==> src/rtl/rst_seq_pkg.sv <==
// Shared types and helpers for the reset sequencer.
//   seq_state_t   : sequencer FSM states
//   release_cycle : sequence-counter value at which channel i leaves reset
package rst_seq_pkg;

  typedef enum logic [2:0] {
    StHold,
    StRelease,
    StRun,
    StPass,
    StFail,
    StTimeout
  } seq_state_t;

  function automatic int unsigned release_cycle(input int unsigned i,
                                                input int unsigned hold_cycles,
                                                input int unsigned stagger);
    return hold_cycles + i * stagger;
  endfunction

endpackage

==> src/rtl/sat_counter.sv <==
// Up-counter with synchronous clear and enable.
//   clk_i  : clock
//   rst_i  : asynchronous active-high reset (count -> 0)
//   clr_i  : synchronous clear, wins over en_i
//   en_i   : count enable
//   cnt_o  : registered count
// Saturate = 1 holds the count at all-ones instead of wrapping.
module sat_counter #(
  parameter int unsigned Width    = 8,
  parameter bit          Saturate = 1'b1
) (
  input  logic             clk_i,
  input  logic             rst_i,
  input  logic             clr_i,
  input  logic             en_i,
  output logic [Width-1:0] cnt_o
);

  logic [Width-1:0] cnt_q, cnt_d;

  always_comb begin
    cnt_d = cnt_q;
    if (clr_i) begin
      cnt_d = '0;
    end else if (en_i && !(Saturate && (&cnt_q))) begin
      cnt_d = cnt_q + 1'b1;
    end
  end

  always_ff @(posedge clk_i or posedge rst_i) begin
    if (rst_i) begin
      cnt_q <= '0;
    end else begin
      cnt_q <= cnt_d;
    end
  end

  assign cnt_o = cnt_q;

endmodule

==> src/rtl/rst_seq_ctrl.sv <==
// Test-harness reset sequencer: releases NUM_CH active-low DUT resets in a
// staggered order, then counts run cycles under a watchdog and latches a
// sticky pass/fail/timeout verdict.
//   clk         : system clock
//   rst         : asynchronous active-high reset
//   sw_rst_req  : synchronous request to replay the whole reset sequence
//   test_done_i : test complete (only honoured in RUN)
//   test_fail_i : test failed (only honoured in RUN, beats done and timeout)
//   ch_rst_n_o  : per-channel active-low resets, one flop per channel
//   seq_done_o  : all channels released
//   cycle_cnt_o : saturating count of cycles spent in RUN
//   pass_o / fail_o / timeout_o : sticky verdict flags
module rst_seq_ctrl
  import rst_seq_pkg::*;
#(
  parameter int unsigned NUM_CH      = 4,
  parameter int unsigned HOLD_CYCLES = 2,
  parameter int unsigned STAGGER     = 1,
  parameter int unsigned CNT_W       = 16,
  parameter int unsigned TIMEOUT     = 10000
) (
  input  logic              clk,
  input  logic              rst,
  input  logic              sw_rst_req,
  input  logic              test_done_i,
  input  logic              test_fail_i,
  output logic [NUM_CH-1:0] ch_rst_n_o,
  output logic              seq_done_o,
  output logic [CNT_W-1:0]  cycle_cnt_o,
  output logic              pass_o,
  output logic              fail_o,
  output logic              timeout_o
);

  localparam int unsigned FirstRel = release_cycle(0, HOLD_CYCLES, STAGGER);
  localparam int unsigned LastRel  = release_cycle(NUM_CH - 1, HOLD_CYCLES, STAGGER);
  // One spare count above LastRel so the counter never saturates mid-sequence.
  localparam int unsigned SeqW     = $clog2(LastRel + 2);

  if (NUM_CH < 1) begin : g_chk_num_ch
    $fatal(1, "rst_seq_ctrl: NUM_CH must be >= 1");
  end
  if (HOLD_CYCLES < 1) begin : g_chk_hold
    $fatal(1, "rst_seq_ctrl: HOLD_CYCLES must be >= 1");
  end
  if (CNT_W < 32) begin : g_chk_cnt_w
    if ((TIMEOUT >> CNT_W) != 0) begin : g_chk_timeout
      $fatal(1, "rst_seq_ctrl: TIMEOUT must be < 2**CNT_W");
    end
  end

  seq_state_t        state_q, state_d;
  logic [NUM_CH-1:0] ch_q, ch_d;
  logic              seq_done_q, seq_done_d;
  logic              pass_q, pass_d;
  logic              fail_q, fail_d;
  logic              timeout_q, timeout_d;

  logic [SeqW-1:0]   seq_cnt;
  logic [CNT_W-1:0]  cyc_cnt;
  logic [31:0]       seq_nxt;
  logic              in_seq;
  logic              in_run;

  assign in_seq  = (state_q == StHold) || (state_q == StRelease);
  assign in_run  = (state_q == StRun);
  // Value the sequence counter takes on this edge; release decisions use it
  // so each channel flop rises on exactly the edge its count is reached.
  assign seq_nxt = 32'(seq_cnt) + 32'd1;

  sat_counter #(
    .Width    (SeqW),
    .Saturate (1'b1)
  ) u_seq_cnt (
    .clk_i (clk),
    .rst_i (rst),
    .clr_i (sw_rst_req),
    .en_i  (in_seq),
    .cnt_o (seq_cnt)
  );

  // Enabled on the exit edge too, so the frozen value is one past the last
  // RUN cycle.
  sat_counter #(
    .Width    (CNT_W),
    .Saturate (1'b1)
  ) u_cyc_cnt (
    .clk_i (clk),
    .rst_i (rst),
    .clr_i (sw_rst_req),
    .en_i  (in_run),
    .cnt_o (cyc_cnt)
  );

  always_comb begin
    state_d    = state_q;
    ch_d       = ch_q;
    seq_done_d = seq_done_q;
    pass_d     = pass_q;
    fail_d     = fail_q;
    timeout_d  = timeout_q;

    if (sw_rst_req) begin
      state_d    = StHold;
      ch_d       = '0;
      seq_done_d = 1'b0;
      pass_d     = 1'b0;
      fail_d     = 1'b0;
      timeout_d  = 1'b0;
    end else begin
      unique case (state_q)
        StHold, StRelease: begin
          for (int unsigned i = 0; i < NUM_CH; i++) begin
            if (seq_nxt >= release_cycle(i, HOLD_CYCLES, STAGGER)) begin
              ch_d[i] = 1'b1;
            end
          end
          if (seq_nxt >= LastRel) begin
            state_d    = StRun;
            seq_done_d = 1'b1;
          end else if (seq_nxt >= FirstRel) begin
            state_d = StRelease;
          end
        end
        StRun: begin
          if (test_fail_i) begin
            state_d = StFail;
            fail_d  = 1'b1;
          end else if (test_done_i) begin
            state_d = StPass;
            pass_d  = 1'b1;
          end else if ((TIMEOUT != 0) && (cyc_cnt == CNT_W'(TIMEOUT - 1))) begin
            state_d   = StTimeout;
            timeout_d = 1'b1;
          end
        end
        default: begin
          // Terminal verdict states hold everything.
        end
      endcase
    end
  end

  always_ff @(posedge clk or posedge rst) begin
    if (rst) begin
      state_q    <= StHold;
      ch_q       <= '0;
      seq_done_q <= 1'b0;
      pass_q     <= 1'b0;
      fail_q     <= 1'b0;
      timeout_q  <= 1'b0;
    end else begin
      state_q    <= state_d;
      ch_q       <= ch_d;
      seq_done_q <= seq_done_d;
      pass_q     <= pass_d;
      fail_q     <= fail_d;
      timeout_q  <= timeout_d;
    end
  end

  assign ch_rst_n_o  = ch_q;
  assign seq_done_o  = seq_done_q;
  assign cycle_cnt_o = cyc_cnt;
  assign pass_o      = pass_q;
  assign fail_o      = fail_q;
  assign timeout_o   = timeout_q;

endmodule
==> config.mk <==
export PLATFORM = sky130hd
export DESIGN_NAME = rst_seq_ctrl
export DESIGN_NICKNAME = d
export VERILOG_FILES = /design/src/rtl/rst_seq_pkg.sv /design/src/rtl/sat_counter.sv /design/src/rtl/rst_seq_ctrl.sv
export SDC_FILE = /design/constraint.sdc
export NUM_CORES = 1
export LEC_CHECK = 0
export ABC_AREA = 1
export BUFFER_PORTS_ARGS = -buffer_cell sky130_fd_sc_hd__buf_2
export CAP_MARGIN = 20
export CORE_ASPECT_RATIO = 1.5
export CORE_MARGIN = 1.5
export CORE_UTILIZATION = 55
export CTS_CLUSTER_DIAMETER = 40
export DETAILED_ROUTE_END_ITERATION = 16
export GPL_TIMING_DRIVEN = 0
export HOLD_SLACK_MARGIN = 0.06
export PLACE_DENSITY_LB_ADDON = 0.12
export SYNTH_ARGS = -nofsm -noshare
export SYNTH_HDL_FRONTEND = slang
export SYNTH_SLANG_ARGS = --single-unit
export TNS_END_PERCENT = 10
==> constraint.sdc <==
create_clock -name clk -period 2.2 [get_ports clk]
set_input_delay 0.22 -clock clk [delete_from_list [all_inputs] [get_ports clk]]
set_output_delay 0.22 -clock clk [all_outputs]
set_load 0.02 [all_outputs]
Word-level counts from Yosys, hierarchy flattened --
Index checks and enable logic that the tools add are counted.
Word-level totals: register bits 30, bits of input ports 5, logic and storage cells 85
Cells by class: add/sub/neg operators 3, multiplexer cells 31, $lt $le $gt $ge 4, reductions and logical operators 29, eq/ne operators 7
Operators by type and width (number):
- $mux 16 | 2
- $mux 3 | 8
- $reduce_bool 2->1 | 11
- $mux 1 | 18
- $add 16x1->16 const B | 1
- $eq 16x14->1 const B | 1
- $reduce_and 16->1 | 1
- $reduce_and 2->1 | 5
- $reduce_and 3->1 | 3
- $ge 4x2->1 const B | 2
- $ge 4x3->1 const B | 2
- $mux 4 | 2
- $pmux 3 s2 | 1
- $ne 5x5->1 const B | 1
- $add 3x1->4 const B | 1
- $ne 2x2->1 const B | 2
- $ne 4x4->1 const B | 1
- $reduce_and 4->1 | 1
- $add 3x1->3 const B | 1
- $eq 3x1->1 const B | 1
- $eq 3x2->1 const B | 1
- $logic_not 3->1 | 1
- $reduce_bool 3->1 | 1
- $logic_and 1x1->1 | 2
- other kinds (3) | 4

Depth between registers and ports, before layout --
Gate-level depths: netlist of the first run.
word-level depth 6, mapped depth 10

Cells and area by module --
A second synthesis of the first run with hierarchy kept.
Second synthesis, totals: cells, all modules 278, area, all modules 1946.9 µm²
By module, submodules not included:
- sat_counter at u_cyc_cnt | instances 1, area each 1086.0 µm², cells each 157
- rst_seq_ctrl | instances 1, area each 681.9 µm², cells each 100
- sat_counter at u_seq_cnt | instances 1, area each 178.9 µm², cells each 21

Least setup slack after synthesis of the first run --
No wires, ideal clock.
path type flip-flop to flip-flop, from reg u_cyc_cnt.cnt_q[0] (netlist: u_cyc_cnt.cnt_o[0]), to reg u_cyc_cnt.cnt_q[2] (netlist: u_cyc_cnt.cnt_o[2]), library setup time 0.066 ns, arrival 1.608 ns, setup slack 0.527 ns, path buffers 1, clock period less this slack 1.673 ns, cell stages (with the launch flop) 11, data required time 2.134 ns, path through dfrtp_1 -> ha_1 -> nand3_2 -> inv_2 -> nand2_1 -> nor2_2 -> nor2_4 -> nor2_8 -> buf_6 -> nand2_1 -> nand2_1
On the way: word-level cells in the longest chain between the ends 4, elaborated cells on any way between the ends 7, classes of those cells add/sub (1); mux (2); reduce/logical (4)
Ends and longest elaborated chain:
- from (decl) | RTL line sat_counter.sv:19 | logic [Width-1:0] cnt_q, cnt_d;
- from (signal assigned) | RTL line sat_counter.sv:34 | cnt_q <= cnt_d;
- branches (longest 4 deep; another with $add 16x1->16)
Several ways; the timed one is not identified. The select of a mux whose other input is x is not followed. A chain may end at the register's enable or synchronous reset.

Final worst setup path of the first run --
from reg u_cyc_cnt.cnt_q[0] (netlist: u_cyc_cnt.cnt_o[0]), to reg u_cyc_cnt.cnt_q[15] (netlist: u_cyc_cnt.cnt_o[15])
Same word-level chain as after synthesis.

==> impl_table.tex, run 1 <==
\begin{tabular}{lr}
\hline
Metric & Value \\
\hline
\multicolumn{2}{l}{\textbf{Final layout}} \\
Fin cells & 319 \\
Area of the multi-input gates & about 900 um\^{}2 \\
Area grow syn2layout & 17.5\% \\
Final instance area & 2070 um\^{}2 \\
Nets@finish & 289 \\
Count of inserted antenna diode cells & 0 \\
Filler cells & between 300 and 400 \\
Sequential cell area & 726 um\^{}2 \\
Layout cell share with drive strength beyond 1 & 16.5\% \\
\multicolumn{2}{l}{\textbf{Route}} \\
Total routed wirelength & 4130 um \\
First DRT Iteration DRCs & 55 \\
Via total after detailed routing & between 1.5k and 2k \\
Per-cell via count in the routed design & 5.36 \\
Initial DRT Pass Iterations & 6 \\
DRC violations left & 0 \\
Routed wirelength normalized by instance count & 12.9 um \\
Number of nets still failing antenna checks after routing & 0 \\
\multicolumn{2}{l}{\textbf{Synthesis}} \\
Count of cell types in the netlist & 24 \\
Most used standard cell by instance count after synthesis & sky130\_fd\_sc\_hd\_\_nand2\_1 \\
Syn nets & 253 \\
Synth area leader & sky130\_fd\_sc\_hd\_\_dfrtp\_1 \\
Yosys warnings & 0 \\
Post-synth EDFFs & 0 \\
Most instantiated cells after synthesis & 74 x sky130\_fd\_sc\_hd\_\_nand2\_1, 29 x sky130\_fd\_sc\_hd\_\_dfrtp\_1, 28 x sky130\_fd\_sc\_hd\_\_nor2\_1, 25 x sky130\_fd\_sc\_hd\_\_inv\_1, 23 x sky130\_fd\_sc\_hd\_\_nand3\_1 \\
Register bit count reported by yosys & 29 \\
Gate Count Post-Synth & 243 \\
Avg Synthesized Cell Area & between 7 and 8 um\^{}2 \\
Largest cells by area after synthesis & sky130\_fd\_sc\_hd\_\_dfrtp\_1 41\%, sky130\_fd\_sc\_hd\_\_nand2\_1 16\%, sky130\_fd\_sc\_hd\_\_nand4\_1 6.7\%, sky130\_fd\_sc\_hd\_\_nand3\_1 6.5\%, sky130\_fd\_sc\_hd\_\_nor2\_1 6.0\% \\
Post-synthesis async set-or-reset flop share & 100\% \\
Portion of synthesized cell area occupied by the leading cell type & between 40\% and 50\% \\
Cell Area, Synth & between 1500 and 2000 um\^{}2 \\
Ys flop type & sky130\_fd\_sc\_hd\_\_dfrtp\_1 \\
Sequential element share of the synthesized area & 41.2\% \\
\multicolumn{2}{l}{\textbf{CTS}} \\
Number of buffers created by CTS & 5 \\
CTS root buf & sky130\_fd\_sc\_hd\_\_clkbuf\_8 \\
Clock-pin slew on the worst setup and hold paths & $\sim$0.060 ns \\
Number of buffers on the longest clock path & 2 \\
Number of H-tree levels & 2 \\
Number of buffers added for setup after CTS & 0 \\
Quantity of gates resized following cts & 0 \\
CTS sink count & 29 \\
Worst-Skew Late Latency & 0.28 ns \\
TritonCTS clock tree & yes \\
Total of hold buffers inserted after clock tree synthesis & 1 \\
\multicolumn{2}{l}{\textbf{Setup path}} \\
Crit path capture type & register \\
Worst setup SP type & register \\
Critical Path RT & about 2.4 ns \\
Launching element of the worst setup path & u\_cyc\_cnt.cnt\_o[0] \\
R2R setup slack & around 0.24 ns \\
Highest fanout seen on the critical path & 10 \\
Worst Path Arrival & $\sim$2.2 ns \\
Worst flop-to-flop path startpoint & u\_cyc\_cnt.cnt\_o[0] \\
Kind of critical path & register to register \\
\multicolumn{2}{l}{\textbf{GRT}} \\
Global-route wire length before repair & between 6000 and 7000 um \\
Combined global-route utilization of all metal layers & 25.3\% \\
Pin count of the biggest net entering global routing & 19 \\
Total grt overflow & 0 \\
Initial antenna violation count & 0 \\
Number of global-route vias before repair & about 1.5k \\
\multicolumn{2}{l}{\textbf{STA}} \\
Hold Violations, Final & 0 \\
Final period util & 89.3\% \\
Clock period minus final worst setup slack & 1.96 ns \\
Worst-margin pin slew & 0.555 ns \\
Number of slew-limit violations in the final report & 0 \\
Worst hold-check slack & roughly 0.23 ns \\
Setup TNS & 0 ns \\
Worst clock skew on the final layout & 0.00617 ns \\
Endpoints failing setup & 0 \\
RSZ-0062 raised after global routing & no \\
Max Clk Rate & 509 MHz \\
Tightest slew margin relative to the limit & 62.9\% \\
\multicolumn{2}{l}{\textbf{Pwr}} \\
Power per cell area & 796 nW/um\^{}2 \\
Total Power Consumption & 1.65 mW \\
Worst voltage drop across the vdd grid & 0.787 mV \\
Static Leakage & 1.09 nW \\
\multicolumn{2}{l}{\textbf{Placement}} \\
Number of input and output port buffers inserted & 27 \\
Placed wire-length estimate after detailed placement & 3110 um \\
Placed inst area & around 2000 um\^{}2 \\
Final estimated routing congestion in global placement & 0.919 \\
DP Cell Count & 311 \\
\multicolumn{2}{l}{\textbf{Floorplanning}} \\
Number of primary I/O pins & 29 \\
Initial Utilization & 56.9\% \\
Die height & slightly above 70 um \\
Die Outline Area & 3560 um\^{}2 \\
Floorplan row count & 25 \\
Chip Width & between 40 and 50 um \\
Area of the core & 3100 um\^{}2 \\
\multicolumn{2}{l}{\textbf{Run status}} \\
Outcome & completed \\
\multicolumn{2}{l}{\textbf{Hold path}} \\
Worst Hold Class & input pin to register \\
Hold Startpoint & test\_fail\_i \\
\multicolumn{2}{l}{\textbf{Flow run}} \\
Number of violations of the max-capacitance limit & 0 \\
\hline
\end{tabular}
worst max-delay path: stages (launching register included):
cell and delay (ns):
sky130_fd_sc_hd__dfrtp_1 0.44, sky130_fd_sc_hd__ha_1 0.29, sky130_fd_sc_hd__nand3_2 0.16, sky130_fd_sc_hd__inv_2 0.07, sky130_fd_sc_hd__nand2_1 0.07, sky130_fd_sc_hd__nor2_2 0.05, sky130_fd_sc_hd__nor2_4 0.25, sky130_fd_sc_hd__buf_2 0.30
sky130_fd_sc_hd__nand4_1 0.17, sky130_fd_sc_hd__nand2_1 0.09
through the flow:
step                util (%)  setup slack (ns)
CTS                     66.9             0.283
global route            66.9             0.135
floorplan                  -             0.527
finish                  66.9             0.236
detailed placement      63.8             0.307
global placement        62.9             0.334
sequential cells by signal (all words and copies together), names as in the netlist:
signal and cells:
timeout_o 1, pass_o 1, u_cyc_cnt.cnt_o 16, fail_o 1, u_seq_cnt.cnt_o 3, ch_rst_n_o 4
state_q 3
power breakdown:
part	total, mW	switching [mW]	internal (mW)
Combinational	0.548	0.372	0.176
Clock	0.443	0.195	0.248
Sequential	0.657	0.0539	0.603
path summary, 6_finish.rpt:
check	to	cells after the start
setup reg to reg	u_cyc_cnt.cnt_o[15]	9
hold reg to reg	fail_o	2
hold / removal	fail_o	3
min in group asynchronous	u_cyc_cnt.cnt_o[0]	3
setup / recovery	u_cyc_cnt.cnt_o[15]	9
max in group asynchronous	u_cyc_cnt.cnt_o[15]	4
cell type report:
class	count	share of cell area (%)
sequential	29	35.0
multi-input combinational	181	43.4
buffer	6	1.75
timing repair buffer	29	8.34
clock buffer	7	4.17
inverter	27	4.89
tap	40	2.42
logic make-up after synthesis:
family / after synthesis / share of synthesized area [%]
AOI/OAI and AO/OA: 17 / 4.97
DFF: 29 / 41.2
xor gates and xnor gates: 4 / 1.99
adders and majority gates: 5 / 3.55
and+or+nand+nor: 155 / 40.5
buffers and inverters: 33 / 7.81
layout by cell type (no fill, tap or decap), types with 3 or more instances in the layout:
cell type | netlist | layout
sky130_fd_sc_hd__a21oi_1 | 10 | 10
sky130_fd_sc_hd__buf_2 | 2 | 29
sky130_fd_sc_hd__clkbuf_1 | 2 | 3
sky130_fd_sc_hd__clkbuf_8 | 0 | 6
sky130_fd_sc_hd__dfrtp_1 | 29 | 29
sky130_fd_sc_hd__ha_1 | 5 | 5
sky130_fd_sc_hd__inv_1 | 25 | 25
sky130_fd_sc_hd__nand2_1 | 74 | 74
sky130_fd_sc_hd__nand3_1 | 23 | 23
sky130_fd_sc_hd__nand4_1 | 19 | 19
sky130_fd_sc_hd__nor2_1 | 28 | 28
sky130_fd_sc_hd__o21ai_0 | 6 | 6
sky130_fd_sc_hd__xor2_1 | 4 | 4
metal layers:
layer,part of all wire (%),vias to the layer above,global-route usage [%]
met2,55,42,48.8
met3,3.3,7,4.94
met1,40,793,26.1
li1,-,868,-
met5,0,-,0
met4,1.8,0,10.2
(Power assumes the default switching activity.)
==> run 2: changes to the inputs <==
PLACE_DENSITY = 0.78   (was not set)
PLACE_DENSITY_LB_ADDON = not set   (was 0.12)
==> run 2 against run 1 <==
Against the previous run:
- flip-flop and latch count is the same
- cell count increased by 0.31%
- die area did not move
- maximum frequency grew 2.6%
- count of clock-buffer cells in the layout is 1 higher
- core utilization decreased by 0.20 points
- final area shrank 0.30%
- worst hold slack improved by 0.0044 ns
- register-to-register slack improved by 0.05 ns
- largest cell class unchanged
- largest power group unchanged
==> impl_table.tex, run 2 (same netlist as run 1, synthesis figures left out) <==
\begin{tabular}{lr}
\hline
Metric & Value \\
\hline
\multicolumn{2}{l}{\textbf{Route}} \\
Initial DRT Pass Iterations & 4 \\
DRC violations left & 0 \\
Number of nets still failing antenna checks after routing & 0 \\
First DRT Iteration DRCs & 58 \\
Via total after detailed routing & 1716 \\
Routed wirelength normalized by instance count & 13.2 um \\
Per-cell via count in the routed design & 5.36 \\
Total routed wirelength & $\sim$4200 um \\
\multicolumn{2}{l}{\textbf{Hold path}} \\
Worst Hold Class & input pin to register \\
\multicolumn{2}{l}{\textbf{Floorplanning}} \\
Die Outline Area & 3560 um\^{}2 \\
Floorplan row count & 25 \\
Area of the core & a little over 3000 um\^{}2 \\
Initial Utilization & between 50 and 60\% \\
Die height & 72.3 um \\
Chip Width & 49.2 um \\
Number of primary I/O pins & 29 \\
\multicolumn{2}{l}{\textbf{Placement}} \\
Worst setup timing slack at the placement stage & 0.340 ns \\
Placed inst area & 1970 um\^{}2 \\
Placed wire-length estimate after detailed placement & 3120 um \\
Number of input and output port buffers inserted & 27 \\
DP Cell Count & 311 \\
Final estimated routing congestion in global placement & $\sim$0.89 \\
\multicolumn{2}{l}{\textbf{STA}} \\
Final period util & 87.0\% \\
Number of slew-limit violations in the final report & 0 \\
Setup TNS & 0 ns \\
Clock period minus final worst setup slack & around 1.9 ns \\
Worst-margin pin slew & 0.586 ns \\
Worst clock skew on the final layout & 0.00586 ns \\
Worst path setup slack after routing & 0.285 ns \\
Endpoints failing setup & 0 \\
Max Clk Rate & roughly 520 MHz \\
Tightest slew margin relative to the limit & 60.9\% \\
RSZ-0062 raised after global routing & no \\
Hold Violations, Final & 0 \\
Worst hold-check slack & 0.232 ns \\
\multicolumn{2}{l}{\textbf{GRT}} \\
Total grt overflow & 0 \\
Initial antenna violation count & 0 \\
Pin count of the biggest net entering global routing & 18 \\
Global-route wire length before repair & 6980 um \\
Number of global-route vias before repair & 1543 \\
Combined global-route utilization of all metal layers & about a quarter \\
\multicolumn{2}{l}{\textbf{CTS}} \\
CTS sink count & 29 \\
Number of buffers on the longest clock path & 2 \\
TritonCTS clock tree & yes \\
Clock-pin slew on the worst setup and hold paths & 0.07 ns \\
Number of buffers created by CTS & 5 \\
Number of H-tree levels & 2 \\
CTS root buf & sky130\_fd\_sc\_hd\_\_clkbuf\_8 \\
Worst-Skew Late Latency & 0.28 ns \\
\multicolumn{2}{l}{\textbf{Flow run}} \\
Number of violations of the max-capacitance limit & 0 \\
\multicolumn{2}{l}{\textbf{Final layout}} \\
Count of inserted antenna diode cells & 0 \\
Area grow syn2layout & 17.2\% \\
Leading cell type in the layout, fill and taps excluded & sky130\_fd\_sc\_hd\_\_nand2\_1 \\
Fin cells & between 300 and 400 \\
Number of flip-flops under the largest register name & 16 \\
Nets@finish & 289 \\
Utilization after layout & 66.7\% \\
Final instance area & 2060 um\^{}2 \\
Layout cell share with drive strength beyond 1 & 16.1\% \\
Leading cell types in the layout, fill and taps excluded & 74 x sky130\_fd\_sc\_hd\_\_nand2\_1, 29 x sky130\_fd\_sc\_hd\_\_buf\_2, 29 x sky130\_fd\_sc\_hd\_\_dfrtp\_1 \\
Filler cells & 293 \\
\multicolumn{2}{l}{\textbf{Pwr}} \\
Worst voltage drop across the vdd grid & 0.656 mV \\
Static Leakage & 1.08 nW \\
Total Power Consumption & 1.64 mW \\
Power per cell area & 794 nW/um\^{}2 \\
\multicolumn{2}{l}{\textbf{Setup path}} \\
Worst setup SP type & register \\
Crit path capture type & register \\
Highest fanout seen on the critical path & 10 \\
Critical Path RT & between 2 and 2.5 ns \\
Kind of critical path & register to register \\
Worst Path Arrival & 2.14 ns \\
\multicolumn{2}{l}{\textbf{Run status}} \\
Outcome & completed \\
\hline
\end{tabular}
run 2: path summary, 6_finish.rpt:
kind                                         start                 end  slack, ns  cells after the start
max in group asynchronous                      rst       ch_rst_n_o[3]       1.18                      4
worst max-delay path            u_cyc_cnt.cnt_o[0]  u_cyc_cnt.cnt_o[9]       0.29                      9
worst min register to register       ch_rst_n_o[0]       ch_rst_n_o[0]       0.49                      2
worst max register to register  u_cyc_cnt.cnt_o[0]  u_cyc_cnt.cnt_o[9]       0.29                      9
min in group asynchronous                      rst  u_cyc_cnt.cnt_o[0]       0.53                      3
worst min-delay path                   test_fail_i              fail_o       0.23                      3
run 2: layout make-up:
class / instances / area, um^2 / share of cell area (%)
plain buffers: 6 / 36.3 / 1.76
clock buffers: 8 / 80.1 / 3.88
inverters: 27 / 101 / 4.91
multi-input cells: 181 / 898 / 43.5
flip-flops and latches: 29 / 726 / 35.2
well taps: 40 / 50.0 / 2.42
repair buffers: 29 / 173 / 8.36
run 2: timing repair:
item	in CTS	in global routing
endpoints found under the setup margin	0	0
gates resized for setup	0	0
buffers inserted	0	0
endpoints found under the hold margin	12	0
hold buffers	1	0
run 2: per-layer routing:
metal	global-route usage, %	vias up	share of wire, %
met5	0	-	0
met4	14.3	0	2.3
met3	5.14	10	4.6
met2	47.6	56	54
met1	28.7	788	39
li1	-	862	-
run 2: worst max-delay path, stage by stage (launching register included):
cell,delay [ns]
sky130_fd_sc_hd__dfrtp_1,0.44
sky130_fd_sc_hd__ha_1,0.29
sky130_fd_sc_hd__nand3_2,0.15
sky130_fd_sc_hd__inv_2,0.07
sky130_fd_sc_hd__nand2_1,0.07
sky130_fd_sc_hd__nor2_2,0.05
sky130_fd_sc_hd__nor2_4,0.25
sky130_fd_sc_hd__buf_2,0.30
sky130_fd_sc_hd__nand4_1,0.14
sky130_fd_sc_hd__nand2_1,0.09
run 2: power breakdown:
| part | total [mW] | leakage [nW] | switching (mW) | internal, mW |
|---|---|---|---|---|
| sequential | 0.656 | 0.398 | 0.0531 | 0.603 |
| clock | 0.428 | 0.0395 | 0.204 | 0.224 |
| combinational | 0.554 | 0.647 | 0.378 | 0.176 |
| total | 1.64 | 1.08 | 0.635 | 1.00 |
==> run 3: changes to the inputs <==
CORE_MARGIN = not set   (was 1.5)
clock period = 1.8 ns   (was 2.2 ns; I/O delays follow)
==> run 3 against run 2 <==
Against the previous run:
- setup slack got worse by 0.16 ns
- clock power rose by 13%
- global-route usage rose by 1.7 points
- combinational power rose by 34%
- flip-flop and latch count did not move
- final area rose by 1.6%
- sequential power rose by 23%
- core utilization rose by 3.9 points
- critical path type unchanged
- critical path depth did not move
- die area fell by 3.4%
- critical endpoint is now u_cyc_cnt.cnt_o[12]
- largest cell class unchanged
==> impl_table.tex, run 3 (same netlist as run 1, synthesis figures left out) <==
\begin{tabular}{lr}
\hline
Metric & Value \\
\hline
\multicolumn{2}{l}{\textbf{CTS}} \\
Number of buffers created by CTS & 5 \\
Worst-Skew Late Latency & 0.28 ns \\
Clock-pin slew on the worst setup and hold paths & 0.06 ns \\
Number of H-tree levels & 2 \\
Number of buffers on the longest clock path & 2 \\
CTS sink count & 29 \\
TritonCTS clock tree & yes \\
CTS root buf & sky130\_fd\_sc\_hd\_\_clkbuf\_8 \\
\multicolumn{2}{l}{\textbf{Setup path}} \\
Crit path capture type & register \\
Critical Path RT & $\sim$2 ns \\
Highest fanout seen on the critical path & 10 \\
Kind of critical path & register to register \\
Worst Path Arrival & 1.90 ns \\
Worst setup SP type & register \\
\multicolumn{2}{l}{\textbf{Hold path}} \\
Worst Hold Class & input pin to register \\
\multicolumn{2}{l}{\textbf{STA}} \\
Max Clk Rate & between 500 and 600 MHz \\
Number of slew-limit violations in the final report & 0 \\
Hold Violations, Final & 0 \\
RSZ-0062 raised after global routing & no \\
Worst clock skew on the final layout & 0.00360 ns \\
Setup TNS & 0 ns \\
Final period util & between 90 and 100\% \\
Tightest slew margin relative to the limit & 60.7\% \\
Worst-margin pin slew & 0.589 ns \\
Clock period minus final worst setup slack & 1.68 ns \\
Endpoints failing setup & 0 \\
\multicolumn{2}{l}{\textbf{Final layout}} \\
Number of flip-flops under the largest register name & 16 \\
Layout cell share with drive strength beyond 1 & 18.9\% \\
Fin cells & 319 \\
Utilization after layout & 70.6\% \\
Area grow syn2layout & 19.1\% \\
Nets@finish & 291 \\
Count of inserted antenna diode cells & 0 \\
Leading cell type in the layout, fill and taps excluded & sky130\_fd\_sc\_hd\_\_nand2\_1 \\
Leading cell types in the layout, fill and taps excluded & 72 x sky130\_fd\_sc\_hd\_\_nand2\_1, 28 x sky130\_fd\_sc\_hd\_\_nor2\_1, 28 x sky130\_fd\_sc\_hd\_\_buf\_2, 28 x sky130\_fd\_sc\_hd\_\_dfrtp\_1, 25 x sky130\_fd\_sc\_hd\_\_inv\_1 \\
\multicolumn{2}{l}{\textbf{GRT}} \\
Global-route wire length before repair & 6850 um \\
Total grt overflow & 0 \\
Pin count of the biggest net entering global routing & 30 \\
Combined global-route utilization of all metal layers & 28.0\% \\
Initial antenna violation count & 0 \\
Number of global-route vias before repair & 1613 \\
\multicolumn{2}{l}{\textbf{Route}} \\
Routed wirelength normalized by instance count & 13.4 um \\
DRC violations left & 0 \\
Total routed wirelength & $\sim$4300 um \\
Per-cell via count in the routed design & 5.46 \\
Via total after detailed routing & $\sim$1.7k \\
Number of nets still failing antenna checks after routing & 0 \\
First DRT Iteration DRCs & 75 \\
Initial DRT Pass Iterations & 4 \\
\multicolumn{2}{l}{\textbf{Pwr}} \\
Worst voltage drop across the vdd grid & 0.777 mV \\
Power per cell area & approximately 970 nW/um\^{}2 \\
Static Leakage & 1.10 nW \\
\multicolumn{2}{l}{\textbf{Floorplanning}} \\
Chip Width & around 48 um \\
Number of primary I/O pins & 29 \\
Area of the core & slightly below 3000 um\^{}2 \\
Die Outline Area & 3440 um\^{}2 \\
Initial Utilization & about three fifths \\
Floorplan row count & 24 \\
Die height & 71.3 um \\
\multicolumn{2}{l}{\textbf{Placement}} \\
Number of input and output port buffers inserted & 27 \\
Final estimated routing congestion in global placement & 0.925 \\
DP Cell Count & between 300 and 400 \\
Placed wire-length estimate after detailed placement & 3000 um \\
\multicolumn{2}{l}{\textbf{Flow run}} \\
Number of violations of the max-capacitance limit & 0 \\
\multicolumn{2}{l}{\textbf{Run status}} \\
Outcome & completed \\
\hline
\end{tabular}
run 3: cell types whose count changed in the layout (fill, tap and decap cells not counted), sizes merged:
| cell | previous run | this run |
|---|---|---|
| clkinv | 1 | 2 |
| clkbuf | 10 | 7 |
| buf | 32 | 34 |
run 3: repair_timing:
| action | CTS | global route |
|---|---|---|
| pin swaps | 1 | 0 |
| endpoints found under the setup margin | 10 | 18 |
| hold buffers | 0 | 1 |
| resized for setup | 1 | 6 |
| endpoints found under the hold margin | 0 | 12 |
| buffers inserted | 2 | 0 |
run 3: critical path, cell delays in order (launching register included):
cell	delay, ns
sky130_fd_sc_hd__dfrtp_2	0.46
sky130_fd_sc_hd__ha_4	0.20
sky130_fd_sc_hd__nand3_2	0.13
sky130_fd_sc_hd__inv_2	0.07
sky130_fd_sc_hd__nand2_1	0.07
sky130_fd_sc_hd__nor2_2	0.05
sky130_fd_sc_hd__nor2_4	0.21
sky130_fd_sc_hd__buf_4	0.23
sky130_fd_sc_hd__nand4_1	0.11
sky130_fd_sc_hd__nand2_1	0.09
run 3: where the power goes:
| part | switching [mW] | total [mW] | internal (mW) |
|---|---|---|---|
| registers | 0.0715 | 0.810 | 0.738 |
| clock network | 0.229 | 0.482 | 0.253 |
| logic | 0.492 | 0.745 | 0.253 |
| total | 0.793 | 2.04 | 1.24 |
run 3: per-stage QoR:
stage                     power, mW  setup WS (ns)  cell area [um^2]  hold slack [ns]
after floorplan                1.29          0.127              1760            0.258
after detailed placement       1.47        -0.0735              1950            0.479
after global routing           2.16        0.00570              2100            0.205
after global placement         1.46        -0.0578              1950            0.468
final                          2.04          0.120              2100            0.198
after CTS                      1.99         0.0315              2040            0.185
run 3: area by class of cell:
type	count	area (um^2)
fillers	260	875
inverters	27	101
repair buffers	31	188
well taps	39	48.8
clock inverters	1	5.00
plain buffers	6	38.8
clock buffers	5	68.8
flip-flops and latches	29	727
multi-input cells	181	921
run 3: layer usage:
layer / routed length (um) / track usage [%] / vias up
met5: 0 / 0 / -
met2: 2380 / 48.3 / 48
met4: 97 / 14.5 / 0
li1: - / - / 862
met3: 140 / 5.04 / 9
met1: 1660 / 30.3 / 822
run 3: final timing paths:
path	end	depth (start not counted)	slack (ns)	startpoint
max in group asynchronous	u_cyc_cnt.cnt_o[0]	4	0.80	rst
worst min-delay path	fail_o	3	0.20	test_fail_i
worst min register to register	fail_o	2	0.50	fail_o
worst max register to register	u_cyc_cnt.cnt_o[12]	9	0.12	u_cyc_cnt.cnt_o[0]
min in group asynchronous	u_seq_cnt.cnt_o[0]	3	0.50	rst
worst max-delay path	u_cyc_cnt.cnt_o[12]	9	0.12	u_cyc_cnt.cnt_o[0]
